===== src/rtl/load_store_buffer_pkg.sv =====
// Shared configuration for the load/store buffer: queue and ROB tag sizes,
// RISC-V funct3 encodings for loads/stores and the FSM state encodings.
package load_store_buffer_pkg;

    localparam int LSB_SIZE_BIT = 3;
    localparam int ROB_SIZE_BIT = 3;

    localparam logic [2:0] F3_LB  = 3'b000;
    localparam logic [2:0] F3_LH  = 3'b001;
    localparam logic [2:0] F3_LW  = 3'b010;
    localparam logic [2:0] F3_LBU = 3'b100;
    localparam logic [2:0] F3_LHU = 3'b101;
    localparam logic [2:0] F3_SB  = 3'b000;
    localparam logic [2:0] F3_SH  = 3'b001;
    localparam logic [2:0] F3_SW  = 3'b010;

    localparam logic [1:0] ST_IDLE  = 2'd0;
    localparam logic [1:0] ST_BUSY  = 2'd1;
    localparam logic [1:0] ST_DRAIN = 2'd2;

    // Access size is the low two bits of funct3 for both loads and stores.
    function automatic logic [1:0] mem_len_of(input logic [2:0] funct3);
        return funct3[1:0];
    endfunction

endpackage


===== src/rtl/load_store_buffer_load_extend.sv =====
// lsb_load_extend: turns raw LSB-aligned memory read data into the
// architectural load result (sign-extend LB/LH, zero-extend LBU/LHU, LW as is).
module lsb_load_extend
    import load_store_buffer_pkg::*;
(
    input  logic [2:0]  funct3,
    input  logic [31:0] raw,
    output logic [31:0] value
);

    // Select extension by load width and signedness.
    always_comb begin
        value = raw;
        case (funct3)
            F3_LB:   value = {{24{raw[7]}}, raw[7:0]};
            F3_LH:   value = {{16{raw[15]}}, raw[15:0]};
            F3_LBU:  value = {24'b0, raw[7:0]};
            F3_LHU:  value = {16'b0, raw[15:0]};
            default: value = raw;
        endcase
    end

endmodule


===== src/rtl/load_store_buffer.sv =====
// load_store_buffer: in-order circular queue of loads/stores. Operands are
// captured from the ALU and load-result broadcasts; only the head entry talks
// to memory through a one-outstanding-request FSM (IDLE/BUSY/DRAIN).
// Optional build macro: LSB_IO_ORDER_EN -- loads whose address has
// addr[17:16] == 2'b11 wait until they reach the ROB head, like stores.
module load_store_buffer
    import load_store_buffer_pkg::*;
#(
    parameter int LSB_SIZE_BIT = load_store_buffer_pkg::LSB_SIZE_BIT
) (
    input  logic                    clk_in,
    input  logic                    rst_in,
    input  logic                    rdy_in,
    input  logic                    inst_valid,
    input  logic [3:0]              inst_op,
    input  logic [ROB_SIZE_BIT-1:0] inst_rob_idx,
    input  logic [31:0]             inst_imm,
    input  logic [ROB_SIZE_BIT:0]   inst_q1,
    input  logic [31:0]             inst_v1,
    input  logic [ROB_SIZE_BIT:0]   inst_q2,
    input  logic [31:0]             inst_v2,
    output logic                    full,
    input  logic                    alu_valid,
    input  logic [ROB_SIZE_BIT-1:0] alu_rob_idx,
    input  logic [31:0]             alu_value,
    input  logic [ROB_SIZE_BIT-1:0] rob_idx_head,
    input  logic                    clear,
    output logic                    lsb_st_ok,
    output logic                    lsb_valid,
    output logic [ROB_SIZE_BIT-1:0] lsb_rob_idx,
    output logic [31:0]             lsb_value,
    output logic                    mem_req,
    output logic                    mem_wr,
    output logic [31:0]             mem_addr,
    output logic [1:0]              mem_len,
    output logic [31:0]             mem_wdata,
    input  logic                    mem_done,
    input  logic [31:0]             mem_rdata
);

    localparam int DEPTH = 1 << LSB_SIZE_BIT;
    localparam int CNT_W = LSB_SIZE_BIT + 1;

    // Entry payload; occupancy is tracked by head/count, so no per-entry valid.
    logic [3:0]              op_q  [DEPTH];
    logic [ROB_SIZE_BIT-1:0] rob_q [DEPTH];
    logic [31:0]             imm_q [DEPTH];
    logic [ROB_SIZE_BIT:0]   q1_q  [DEPTH];
    logic [31:0]             v1_q  [DEPTH];
    logic [ROB_SIZE_BIT:0]   q2_q  [DEPTH];
    logic [31:0]             v2_q  [DEPTH];

    logic [1:0]              state;
    logic [LSB_SIZE_BIT-1:0] head;
    logic [LSB_SIZE_BIT-1:0] tail;
    logic [CNT_W-1:0]        count;

    logic [ROB_SIZE_BIT:0]   iss_q1, iss_q2;
    logic [31:0]             iss_v1, iss_v2;

    logic [3:0]              h_op;
    logic                    h_is_store;
    logic [31:0]             h_addr;
    logic                    h_ops_rdy;
    logic                    h_io_wait;
    logic                    h_go;
    logic                    fire, pop, push;
    logic [31:0]             ext_value;

    // A pending tag (MSB set) resolves when a valid broadcast carries its tag.
    function automatic logic tag_hit(input logic [ROB_SIZE_BIT:0]   q,
                                     input logic                    bvalid,
                                     input logic [ROB_SIZE_BIT-1:0] btag);
        return q[ROB_SIZE_BIT] && bvalid && (q[ROB_SIZE_BIT-1:0] == btag);
    endfunction

    // Forward same-cycle broadcasts into the operands of the entry being issued.
    always_comb begin
        iss_q1 = inst_q1;
        iss_v1 = inst_v1;
        iss_q2 = inst_q2;
        iss_v2 = inst_v2;
        if (tag_hit(inst_q1, alu_valid, alu_rob_idx)) begin
            iss_q1 = '0;
            iss_v1 = alu_value;
        end else if (tag_hit(inst_q1, lsb_valid, lsb_rob_idx)) begin
            iss_q1 = '0;
            iss_v1 = lsb_value;
        end
        if (tag_hit(inst_q2, alu_valid, alu_rob_idx)) begin
            iss_q2 = '0;
            iss_v2 = alu_value;
        end else if (tag_hit(inst_q2, lsb_valid, lsb_rob_idx)) begin
            iss_q2 = '0;
            iss_v2 = lsb_value;
        end
    end

    assign h_op       = op_q[head];
    assign h_is_store = h_op[3];
    assign h_addr     = v1_q[head] + imm_q[head];
    assign h_ops_rdy  = !q1_q[head][ROB_SIZE_BIT] &&
                        (!h_is_store || !q2_q[head][ROB_SIZE_BIT]);
`ifdef LSB_IO_ORDER_EN
    assign h_io_wait  = !h_is_store && (h_addr[17:16] == 2'b11);
`else
    assign h_io_wait  = 1'b0;
`endif
    // Stores (and IO loads when enabled) are non-speculative: they wait for the ROB head.
    assign h_go = (count != '0) && h_ops_rdy &&
                  (!(h_is_store || h_io_wait) || (rob_q[head] == rob_idx_head));

    assign fire = (state == ST_IDLE) && h_go && !clear;
    assign pop  = (state == ST_BUSY) && mem_done && !clear;
    assign push = inst_valid && !clear && ((count != CNT_W'(DEPTH)) || pop);
    assign full = (count >= CNT_W'(DEPTH - 1));

    lsb_load_extend u_extend (
        .funct3 (h_op[2:0]),
        .raw    (mem_rdata),
        .value  (ext_value)
    );

    // Entry payload: broadcast capture for waiting entries, then write of the issued entry.
    always_ff @(posedge clk_in) begin
        if (rdy_in) begin
            for (int i = 0; i < DEPTH; i++) begin
                if (tag_hit(q1_q[i], alu_valid, alu_rob_idx)) begin
                    q1_q[i] <= '0;
                    v1_q[i] <= alu_value;
                end else if (tag_hit(q1_q[i], lsb_valid, lsb_rob_idx)) begin
                    q1_q[i] <= '0;
                    v1_q[i] <= lsb_value;
                end
                if (tag_hit(q2_q[i], alu_valid, alu_rob_idx)) begin
                    q2_q[i] <= '0;
                    v2_q[i] <= alu_value;
                end else if (tag_hit(q2_q[i], lsb_valid, lsb_rob_idx)) begin
                    q2_q[i] <= '0;
                    v2_q[i] <= lsb_value;
                end
            end
            if (push) begin
                op_q[tail]  <= inst_op;
                rob_q[tail] <= inst_rob_idx;
                imm_q[tail] <= inst_imm;
                q1_q[tail]  <= iss_q1;
                v1_q[tail]  <= iss_v1;
                q2_q[tail]  <= iss_q2;
                v2_q[tail]  <= iss_v2;
            end
        end
    end

    // Queue pointers, memory FSM and registered outputs.
    always_ff @(posedge clk_in or negedge rst_in) begin
        if (!rst_in) begin
            state       <= ST_IDLE;
            head        <= '0;
            tail        <= '0;
            count       <= '0;
            mem_req     <= 1'b0;
            mem_wr      <= 1'b0;
            mem_addr    <= '0;
            mem_len     <= '0;
            mem_wdata   <= '0;
            lsb_valid   <= 1'b0;
            lsb_st_ok   <= 1'b0;
            lsb_rob_idx <= '0;
            lsb_value   <= '0;
        end else if (rdy_in) begin
            lsb_valid <= 1'b0;
            lsb_st_ok <= 1'b0;
            if (push) tail <= tail + LSB_SIZE_BIT'(1);
            if (pop)  head <= head + LSB_SIZE_BIT'(1);
            if (push && !pop)      count <= count + CNT_W'(1);
            else if (!push && pop) count <= count - CNT_W'(1);

            case (state)
                ST_IDLE: begin
                    if (fire) begin
                        state     <= ST_BUSY;
                        mem_req   <= 1'b1;
                        mem_wr    <= h_is_store;
                        mem_addr  <= h_addr;
                        mem_len   <= mem_len_of(h_op[2:0]);
                        mem_wdata <= v2_q[head];
                    end
                end
                ST_BUSY: begin
                    if (mem_done) begin
                        state   <= ST_IDLE;
                        mem_req <= 1'b0;
                        if (!clear) begin
                            if (h_is_store) begin
                                lsb_st_ok <= 1'b1;
                            end else begin
                                lsb_valid   <= 1'b1;
                                lsb_rob_idx <= rob_q[head];
                                lsb_value   <= ext_value;
                            end
                        end
                    end else if (clear) begin
                        state <= ST_DRAIN;
                    end
                end
                ST_DRAIN: begin
                    // Outstanding access must complete; its result is dropped.
                    if (mem_done) begin
                        state   <= ST_IDLE;
                        mem_req <= 1'b0;
                    end
                end
                default: begin
                    state   <= ST_IDLE;
                    mem_req <= 1'b0;
                end
            endcase

            if (clear) begin
                head  <= '0;
                tail  <= '0;
                count <= '0;
            end
        end
    end

endmodule


===== config.mk =====
export PLATFORM = sky130hd
export DESIGN_NAME = load_store_buffer
export DESIGN_NICKNAME = d
export VERILOG_FILES = /design/src/rtl/load_store_buffer_pkg.sv /design/src/rtl/load_store_buffer_load_extend.sv /design/src/rtl/load_store_buffer.sv
export SDC_FILE = /design/constraint.sdc
export NUM_CORES = 2
export LEC_CHECK = 0
export CAP_MARGIN = 20
export CORE_MARGIN = 2
export CORE_UTILIZATION = 40
export CTS_BUF_LIST = sky130_fd_sc_hd__clkbuf_2
export DETAILED_ROUTE_END_ITERATION = 10
export GPL_TIMING_DRIVEN = 0
export PLACE_DENSITY_LB_ADDON = 0.05
export RECOVER_POWER = 50
export SYNTH_ARGS = -nofsm -noshare
export SYNTH_HDL_FRONTEND = slang
export SYNTH_SLANG_ARGS = --single-unit

===== constraint.sdc =====
create_clock -name clk_in -period 8.2 [get_ports clk_in]
set_input_delay 0.82 -clock clk_in [delete_from_list [all_inputs] [get_ports clk_in]]
set_output_delay 0.82 -clock clk_in [all_outputs]
set_load 0.02 [all_outputs]

==> results.json <==
{
  "status": "finished, violations left",
  "failed_checks": "max-capacitance violations, max-slew violations",
  "totalWireLength_um": 210000,
  "fmax_mhz": 126,
  "power_leakage_nw": 20.3,
  "drtPass1Iterations": 6,
  "fin_util": 0.475,
  "synth_cell_type_count": 64,
  "drc_errors": 0,
  "r2r_setup_slack_ns": 0.29,
  "io_pins": 294,
  "relSlewSlack": -1.92,
  "start_util": 0.403,
  "rows": 133,
  "ys_seq_elements": 1005,
  "postCtsResizedCells": 0,
  "area_growth_pct": 17.7,
  "yosysWarnings": 0,
  "die_x_um": 368,
  "syn_nets": 4541,
  "gr-total-overflow": 0,
  "cts_buffer_depth": 4,
  "criticalPathCategory": "reg -> reg",
  "io_buffers": 257,
  "drive_gt1_frac": 0.166,
  "final_max_slew_viol_count": 325,
  "cp-start-kind": "register",
  "critPathTopFamily": "buffers and inverters",
  "grt_pass1_wl_um": 295000,
  "cp.arrival_ns": 9.44,
  "nFillCells": 12300,
  "async_flop_share": 0.116,
  "powerDensity_mw_per_mm2": 241,
  "tightest_slew_ns": 4.38,
  "setup_tns_ns": 0,
  "die_h_um": 368,
  "cts_tree": "yes",
  "rsz0062_at_grt": "no",
  "track_usage": 0.307,
  "numCtsBuffers": 296,
  "setup_viol": 0,
  "viasPerCell": 5.76,
  "seq_area_frac_synth": 0.558,
  "cts-root-buf": "clkbuf_2",
  "cpMaxStageDelayCell": "clkbuf_1",
  "syn_inst": 4313,
  "post-cts-setup-buffer-count": 0,
  "cp_cell_sequence": "clkbuf_1, clkbuf_1, clkbuf_1, clkbuf_1, buf_1, buf_8, mux4_2, mux2i_1, inv_1, ha_1, a21o_1, a21o_1, a211o_1, a31oi_1, nand4b_1, a31oi_1, o31a_1, o221ai_1",
  "netlist_area_sq_mm": 0.0530,
  "dr.first_iter.drc_count": 4594,
  "seqCellArea_sq_mm": 0.0296,
  "die-area_sq_mm": 0.135,
  "maxCapViolCount": 10,
  "cp_num_buf_inv": 7,
  "cp.required_ns": 9.73,
  "nets": 5277,
  "final-hold-violation-count": 0,
  "grt_pass1_vias": 40600,
  "finClkSkew_ns": 0.175,
  "finalCritPeriodShare": 0.965,
  "synth_flop_cell": "edfxtp_1",
  "cts.sinks": 1005,
  "grt_max_degree": 67,
  "vias": 40400,
  "syn_avg_cell_area_sq_um": 12.3,
  "min_period_ns": 7.91,
  "coreArea_sq_mm": 0.131,
  "hpwl_um": 154000,
  "end_kind": "register",
  "wl_per_cell_um": 29.9,
  "vdd_drop_max_v": 0.000161,
  "critPathMaxStageDelay_ns": 0.84,
  "multiInputGateArea_sq_mm": 0.0217,
  "antenna_found_initial": 9,
  "cts-htree-levels": 5,
  "path_clk_slew_ns": 0.12,
  "globalplace.congestion": 0.911,
  "synth_edf_count": 888,
  "critPathMaxFanout": 10,
  "holdWs_ns": 0.198,
  "cpMostUsedCell": "clkbuf_1",
  "clkLatencyLatePin_ns": 1.74,
  "ant_nets": 0,
  "hold_path_class": "in -> reg"
}
## cells by family after synthesis
kind of cell,share of synthesized area
and+or+nand+nor,0.0742
muxes,0.220
xor gates and xnor gates,0.0230
DFF,0.558
buffers and inverters,0.0338
AOI/OAI and AO/OA,0.0808
adders and majority gates,0.00972
## registers in the layout (all words and copies together), names as in the netlist
signal	flops
imm_q	256
v1_q	256
v2_q	256
lsb_value	32
mem_addr	32
mem_wdata	32
op_q	32
q1_q	32
q2_q	32
rob_q	24
count	4
head	3
lsb_rob_idx	3
tail	3
mem_len	2
state	2
lsb_st_ok	1
lsb_valid	1
mem_req	1
mem_wr	1
## power by group
part | total (mW) | switching, mW | internal (mW)
Combinational | 5.00 | 3.20 | 1.81
Sequential | 6.24 | 0.250 | 5.99
Clock | 3.77 | 2.27 | 1.50
Total | 15.0 | 5.71 | 9.30
## worst register-to-register path: stages (launching register included)
cell      delay [ns]
dfrtp_1         0.37
clkbuf_1        0.47
clkbuf_1        0.74
clkbuf_1        0.84
clkbuf_1        0.85
buf_1           0.52
buf_8           0.23
mux4_2          0.32
mux2i_1         0.57
inv_1           0.11
ha_1            0.32
a21o_1          0.21
a21o_1          0.22
a211o_1         0.35
a31oi_1         0.68
nand4b_1        0.34
a31oi_1         0.37
o31a_1          0.19
o221ai_1        0.12
## layout make-up
cell class              count  area share
diodes                      5    0.000201
plain buffers             424      0.0269
clock buffers             452      0.0363
clock inverters            51     0.00405
inverters                  32     0.00193
multi-input cells        2852       0.348
flip-flops and latches   1005       0.474
well taps                1755      0.0352
repair buffers            438      0.0731
## timing repair
action / CTS / global route
hold buffers: 123 / 0
setup endpoints to repair: 0 / 0
endpoints found under the hold margin: 950 / 0
## worst paths after layout
path / cells after the start / to / start
max reg2reg: 18 / mem_addr[31] / head[1]
min reg2reg: 2 / mem_wdata[19] / mem_wdata[19]
min: 5 / v2_q[6][17] / inst_v2[17]
max: 18 / mem_addr[31] / head[1]
min in group asynchronous: 5 / mem_wdata[26] / rst_in
max in group asynchronous: 5 / mem_addr[10] / rst_in
## placed cells by master, fill, tap and decap left out, types with 7 or more instances in the layout
master	n
buf_2	46
nand2_1	516
dlygate4sd3_1	267
buf_6	7
buf_8	12
buf_4	8
xor2_1	88
nand3_1	47
mux2i_1	619
clkinv_2	7
o21a_1	7
edfxtp_1	888
nand2_2	9
dfrtp_1	117
nor3_1	24
o21ai_1	65
clkbuf_1	359
a31oi_1	9
a211oi_1	10
nor2_1	300
clkbuf_2	452
buf_12	13
or2_2	7
mux4_2	207
a21oi_1	273
mux2_2	72
o21ai_0	399
ha_1	38
inv_1	29
inv_2	7
clkinv_1	38
nor4_1	10
a21o_1	17
buf_1	31
clkdlybuf4s50_1	111
xnor2_1	51
## cells in the mapped netlist, types with 6 or more instances
cell type	number	area share
nor2_1	300	0.021
o21a_1	7	0.00099
buf_1	43	0.0030
nand3_1	47	0.0044
or2_2	7	0.00083
a21o_1	17	0.0024
o31ai_1	6	0.00085
a21oi_1	273	0.026
a31oi_1	9	0.0011
mux2_2	72	0.015
xnor2_1	51	0.0084
xor2_1	88	0.015
clkbuf_1	328	0.023
o21ai_0	398	0.038
nor4_1	9	0.0011
mux4_2	207	0.088
a211oi_1	10	0.0014
edfxtp_1	888	0.50
nand2_1	525	0.037
dfrtp_1	117	0.055
buf_2	50	0.0047
o21ai_1	66	0.0062
inv_1	32	0.0023
mux2i_1	620	0.12
ha_1	38	0.0090
nor4_2	9	0.0021
nor3_1	26	0.0025
## metal layers
metal / wire length (um) / GRT usage / share of wire
met1: 89100 / 0.424 / 0.43
met5: 40 / 0 / 0.00019
met4: 8260 / 0.127 / 0.039
met2: 93700 / 0.466 / 0.45
met3: 18500 / 0.0700 / 0.088
## metrics by stage
step	setup WS, ns	area (sq um)	std cells	power (mW)
2_1_floorplan	3.19	53000	4313	9.13
3_3_place_gp	-0.0263	57800	6325	11.2
3_5_place_dp	0.334	58900	6381	11.3
4_1_cts	0.412	62700	7007	15.1
5_1_grt	0.208	62400	7010	15.7
6_report	0.291	62400	7014	15.0
Power figures use the tool's default switching activity.
